--- src/rtl/iw_pkg.sv ---
// Shared types for the instruction-word sequencer: opcode and FSM state encodings
// plus the field layout of an instruction word {opcode, operand}.
package iw_pkg;

    localparam int IW_N  = 6;
    localparam int OPC_W = 2;

    // Field slices of an instruction word for an operand width of IW_N
    localparam int OPND_LSB = 0;
    localparam int OPND_MSB = IW_N - 1;
    localparam int OPC_LSB  = IW_N;
    localparam int OPC_MSB  = IW_N + OPC_W - 1;

    typedef enum logic [OPC_W-1:0] {
        OP_NOP  = 2'b00,
        OP_PIM  = 2'b01,
        OP_MOV  = 2'b10,
        OP_HALT = 2'b11
    } opcode_e;

    typedef enum logic [2:0] {
        IDLE   = 3'd0,
        LOAD   = 3'd1,
        RUN    = 3'd2,
        MOVE   = 3'd3,
        HALTED = 3'd4
    } seq_state_e;

endpackage

--- src/rtl/iw_fifo.sv ---
// Small instruction FIFO with extra-MSB pointers; clear has priority over push/pop
// and a write into a full FIFO is dropped even if a pop happens in the same cycle.
module iw_fifo #(
    parameter int W     = 8,
    parameter int DEPTH = 4
) (
    input  logic         clk,
    input  logic         rst_n,
    input  logic         clear,
    input  logic         push,
    input  logic [W-1:0] wdata,
    input  logic         pop,
    output logic [W-1:0] rdata,
    output logic         full,
    output logic         empty
);

    localparam int AW = $clog2(DEPTH);

    logic [AW:0]  wr_ptr_q;
    logic [AW:0]  rd_ptr_q;
    logic [W-1:0] mem_q [DEPTH];
    logic         do_push;
    logic         do_pop;

    assign full    = (wr_ptr_q[AW] != rd_ptr_q[AW]) && (wr_ptr_q[AW-1:0] == rd_ptr_q[AW-1:0]);
    assign empty   = (wr_ptr_q == rd_ptr_q);
    assign do_push = push && !full && !clear;
    assign do_pop  = pop && !empty && !clear;
    assign rdata   = mem_q[rd_ptr_q[AW-1:0]];

    always_ff @(posedge clk or negedge rst_n) begin
        if (!rst_n) begin
            wr_ptr_q <= '0;
            rd_ptr_q <= '0;
        end else if (clear) begin
            wr_ptr_q <= '0;
            rd_ptr_q <= '0;
        end else begin
            if (do_push) wr_ptr_q <= wr_ptr_q + 1'b1;
            if (do_pop)  rd_ptr_q <= rd_ptr_q + 1'b1;
        end
    end

    always_ff @(posedge clk) begin
        if (do_push) mem_q[wr_ptr_q[AW-1:0]] <= wdata;
    end

endmodule

--- src/rtl/iw_sequencer.sv ---
// Instruction-word sequencer: buffers PIM/MOV/HALT words and drives the iw register strobes.
// Optional build macro IW_SEQ_STALL_CNT_EN adds a saturating stall_cnt output.
module iw_sequencer
    import iw_pkg::*;
#(
    parameter  int N       = 6,
    parameter  int DEPTH   = 4,
    localparam int INSTR_W = N + 2
) (
    input  logic               clk,
    input  logic               rst_n,
    input  logic [INSTR_W-1:0] instr_in,
    input  logic               instr_valid,
    output logic               instr_ready,
    input  logic               flush,
    input  logic               resume,
    input  logic [N-1:0]       iw_Q,
    output logic [N-1:0]       iw_D,
    output logic [N-1:0]       iw_MOV_in,
    output logic               PIM_load,
    output logic               Update_load,
    output logic               Mov_load,
    output logic               pim_step,
    output logic               busy,
    output logic               halted
`ifdef IW_SEQ_STALL_CNT_EN
    ,
    output logic [15:0]        stall_cnt
`endif
);

    seq_state_e         state_q;
    seq_state_e         state_d;
    logic [N-1:0]       pim_cnt_q;
    logic [N-1:0]       mov_val_q;
    logic [INSTR_W-1:0] head;
    logic               fifo_full;
    logic               fifo_empty;
    logic               pop;
    opcode_e            head_op;
    logic [N-1:0]       head_opnd;

    assign head_op     = opcode_e'(head[INSTR_W-1 -: OPC_W]);
    assign head_opnd   = head[N-1:0];
    assign instr_ready = !fifo_full;
    assign pop         = (state_q == IDLE) && !fifo_empty && !flush;

    iw_fifo #(.W(INSTR_W), .DEPTH(DEPTH)) u_fifo (
        .clk   (clk),
        .rst_n (rst_n),
        .clear (flush),
        .push  (instr_valid),
        .wdata (instr_in),
        .pop   (pop),
        .rdata (head),
        .full  (fifo_full),
        .empty (fifo_empty)
    );

    always_ff @(posedge clk or negedge rst_n) begin
        if (!rst_n) state_q <= IDLE;
        else        state_q <= state_d;
    end

    always_comb begin
        state_d = state_q;
        if (flush) begin
            state_d = IDLE;
        end else begin
            case (state_q)
                IDLE: begin
                    if (pop) begin
                        case (head_op)
                            OP_PIM:  state_d = (head_opnd != '0) ? LOAD : IDLE;
                            OP_MOV:  state_d = MOVE;
                            OP_HALT: state_d = HALTED;
                            default: state_d = IDLE;
                        endcase
                    end
                end
                LOAD:    state_d = RUN;
                // Leave on the last iteration (count 1) or if the count is already exhausted
                RUN:     if ((iw_Q == N'(1)) || (iw_Q == '0)) state_d = IDLE;
                MOVE:    state_d = IDLE;
                HALTED:  if (resume) state_d = IDLE;
                default: state_d = IDLE;
            endcase
        end
    end

    always_comb begin
        PIM_load    = 1'b0;
        Update_load = 1'b0;
        Mov_load    = 1'b0;
        pim_step    = 1'b0;
        case (state_q)
            LOAD: PIM_load = 1'b1;
            RUN: begin
                if (iw_Q != '0) begin
                    Update_load = 1'b1;
                    pim_step    = 1'b1;
                end
            end
            MOVE:    Mov_load = 1'b1;
            default: ;
        endcase
    end

    assign halted = (state_q == HALTED);
    assign busy   = (state_q != IDLE) || !fifo_empty;

    // Operands are captured at the pop edge so they are stable while the strobe is high
    always_ff @(posedge clk or negedge rst_n) begin
        if (!rst_n) begin
            pim_cnt_q <= '0;
            mov_val_q <= '0;
        end else if (pop) begin
            if (head_op == OP_PIM) pim_cnt_q <= head_opnd;
            if (head_op == OP_MOV) mov_val_q <= head_opnd;
        end
    end

    assign iw_D      = pim_cnt_q;
    assign iw_MOV_in = mov_val_q;

`ifdef IW_SEQ_STALL_CNT_EN
    logic [15:0] stall_cnt_q;

    always_ff @(posedge clk or negedge rst_n) begin
        if (!rst_n)
            stall_cnt_q <= '0;
        else if (flush)
            stall_cnt_q <= '0;
        else if (instr_valid && fifo_full && (stall_cnt_q != 16'hFFFF))
            stall_cnt_q <= stall_cnt_q + 16'd1;
    end

    assign stall_cnt = stall_cnt_q;
`endif

endmodule

--- config.mk ---
export PLATFORM = sky130hd
export DESIGN_NAME = iw_sequencer
export DESIGN_NICKNAME = d
export VERILOG_FILES = /design/src/rtl/iw_pkg.sv /design/src/rtl/iw_fifo.sv /design/src/rtl/iw_sequencer.sv
export SDC_FILE = /design/constraint.sdc
export NUM_CORES = 1
export LEC_CHECK = 0
export CORE_MARGIN = 3
export CORE_UTILIZATION = 30
export DETAILED_ROUTE_END_ITERATION = 6
export HOLD_SLACK_MARGIN = 0.1
export PLACE_DENSITY_LB_ADDON = 0.25
export SKIP_LAST_GASP = 1
export SLEW_MARGIN = 10
export SYNTH_ARGS = -nofsm -noshare
export SYNTH_HDL_FRONTEND = slang
export SYNTH_SLANG_ARGS = --single-unit
--- constraint.sdc ---
create_clock -name clk -period 2.5 [get_ports clk]
set_input_delay 0.5 -clock clk [delete_from_list [all_inputs] [get_ports clk]]
set_output_delay 0.5 -clock clk [all_outputs]
set_load 0.005 [all_outputs]
==> results.md <==
- H-tree Lvls: 2
- # nets final: 212
- P&R area growth vs syn: 27.8%
- DRC: 0
- Max Freq: 408 MHz
- Starting Density: 31.3%
- EDFF count, synth: 32
- Largest net degree at the start of global routing: 22
- CTS root buffer: clkbuf_8
- Drt initial violations: 51
- Finished layout cell area: 0.00293 mm²
- TritonCTS Buffers: 5
- Critical Path Fanout Max: 2
- Min-Delay Path Class: reg2reg
- Fin. Hold Viols: 0
- Fill count: 668
- Total gr overflow: 0
- Worst-path cell with the longest stage delay: or4_4
- Crit-path leading delay family: buffers and inverters
- WP buf/inv: 2
- Fin cells: 288
- Core area: 0.00733 mm²
- Share of layout cells above drive strength 1: 20.6%
- Startpoint Class: input pin
- Clock skew: 0.00185 ns
- Sink Count: 53
- Synth Area per Inst: 16.5 µm²
- Worst-Margin Slew: 0.432 ns
- Syn Inst Count: 139
- Max-capacitance violation count: 0
- Global placement routability congestion: 0.706
- Finished Core Util: 40.0%
- Total track usage: 10.3%
- Wire length per cell: 14.4 µm
- Die Y: 93.4 µm
- Slew Limit Fails: 0
- Port buffer count: 37
- Library cells used by synthesis: 34
- Critical path endpoint category: primary output
- Die W: 93.4 µm
- First-pass GRT wire length: 6980 µm
- Async SR Flop Fraction: 39.6%
- Crit share post-route: 98.1%
- Placed Cells: 280
- Post-DRT Antenna Nets: 0
- Syn nets: 163
- Vias per inst: 4.48
- Hold slack: 0.513 ns
- Initial antenna violation count: 0
- Maximum VDD drop: 0.234 mV
- Via count: 1290
- Clk Latency, worst-skew pair: 0.30 ns
- Static Leak: 1.10 nW
- Drt pass-1 iters: 3
- Min Tclk post-route: 2.45 ns
- CTS tree: built
- Dpl cell area: 0.00284 mm²
- Cell area after synthesis: 0.00229 mm²
- Final setup viols: 0
- Clk slew on worst S/H paths: 0.09 ns
- Max incr delay on CP: 0.54 ns
- CP Data Required Time: 2.00 ns
- Flops & latches, synth: 53
- Die Area: 0.00873 mm²
- Io pins: 38
- Total Wirelength: 4150 µm
- Post-DP HPWL: 3070 µm
- CP arrival: 1.95 ns
- Ys Warns: 0
- Rows: 31
- Main synth FF type: edfxtp_1
- Worst-path cell chain: clkdlybuf4s50_1 > or4_4 > o311a_1 > buf_2
- Antenna diodes: 0
- Status: completed
- Relative slew slack: 71.1%
- CP Class: in2out
- Seq/Total Area, Yosys: 64.8%
- Vias in the first global route: 1376
- Max Buffers Root-to-Sink: 2
- RSZ-0062 raised after global routing: false
- Pwr dens: 910 mW/mm²
metal layers:
| layer | GRT usage (%) | wire [µm] | vias to the layer above |
|---|---|---|---|
| met2 | 17.6 | 2160 | 26 |
| met3 | 3.06 | 203 | 4 |
| met4 | 4.27 | 58 | 0 |
| met1 | 12.1 | 1720 | 638 |
| li1 | - | - | 622 |
| met5 | 0 | 0 | - |
final cells by class:
class | instances | area (µm²) | share of cell area (%)
Inverter | 5 | 18.8 | 0.640
Timing Repair Buffer | 46 | 440 | 15.0
Clock inverter | 2 | 13.8 | 0.470
Clock buffer | 6 | 72.6 | 2.48
Multi-Input combinational cell | 77 | 774 | 26.4
Tap cell | 99 | 124 | 4.23
Sequential cell | 53 | 1490 | 50.7
metrics by stage:
step	setup TNS (ns)	power (mW)	setup WS, ns
2_1_floorplan	0	1.72	0.507
3_3_place_gp	-0.377	2.20	-0.189
3_5_place_dp	-0.445	2.23	-0.229
4_1_cts	0	2.71	0.0339
5_1_grt	0	2.85	0.0180
6_report	0	2.67	0.0469
final timing paths:
path	start	end	slack, ns	cells past startpoint
setup / recovery	iw_Q[3]	pim_step	0.05	4
hold / removal	iw_D[3]$_DFFE_PN0P_	iw_D[3]$_DFFE_PN0P_	0.51	1
setup reg to reg	u_fifo.rd_ptr_q[0]$_DFFE_PN0P_	iw_MOV_in[4]$_DFFE_PN0P_	0.38	5
hold reg to reg	iw_D[3]$_DFFE_PN0P_	iw_D[3]$_DFFE_PN0P_	0.51	1
max in group asynchronous	rst_n	u_fifo.wr_ptr_q[1]$_DFFE_PN0P_	1.75	2
min in group asynchronous	rst_n	iw_MOV_in[1]$_DFFE_PN0P_	0.53	2
logic make-up after synthesis:
logic type	share of synthesized area, %
simple gates	7.80
flops	64.8
buf+inv	2.13
mux	15.0
compound gates	4.47
xor+xnor	3.06
fa+ha+maj	2.73
sequential cells by signal (all words and copies together), names as in the netlist:
name	cells
iw_D	6
u_fifo.mem_q	32
u_fifo.wr_ptr_q	3
state_q	3
u_fifo.rd_ptr_q	3
iw_MOV_in	6
synthesized netlist by cell type, types with 2 or more instances:
master,n,area [µm²]
or4_1,2,15.0
xnor2_1,2,17.5
nand2_1,3,11.3
nor3_1,2,10.0
o311ai_0,2,17.5
mux2_2,12,135
o21ai_0,4,20.0
nor2_1,11,41.3
inv_1,5,18.8
xor2_1,6,52.6
edfxtp_1,32,961
mux4_2,3,67.6
ha_1,5,62.6
and2_1,5,31.3
dfrtp_1,21,526
o31ai_1,2,15.0
mux4_1,5,131
worst reg2reg max path: stages, from the launching register on:
cell	delay, ns
dfrtp_1	0.38
buf_12	0.16
mux4_1	0.64
nand2b_1	0.25
nor2_4	0.21
mux2_2	0.36
layout by cell type, fill, tap and decap left out, drive strengths merged, types with 2 or more instances in the layout:
cell           instances
buf                   11
nor3                   2
nor3b                  2
clkbuf                 6
o21ai                  4
and2                   5
mux4                   8
dfrtp                 21
nand2                  3
mux2                  12
xor2                   6
edfxtp                32
clkdlybuf4s50         35
xnor2                  2
inv                    6
nor2                  12
or4                    2
o311ai                 4
o31ai                  2
ha                     5
where the power goes:
| group | leakage (nW) | switching, mW | internal [mW] |
|---|---|---|---|
| Sequential | 0.558 | 0.0938 | 1.08 |
| Combinational | 0.496 | 0.420 | 0.600 |
| Clock | 0.0456 | 0.274 | 0.200 |
| Total | 1.10 | 0.789 | 1.88 |
timing repair:
item,in CTS,in global routing
gates resized for setup,9,2
gates cloned,0,0
hold buffers,0,0
pin swaps,1,0
endpoints found under the setup margin,2,1
buffers inserted,0,0
Note: power is estimated with default switching activity, not from simulation.
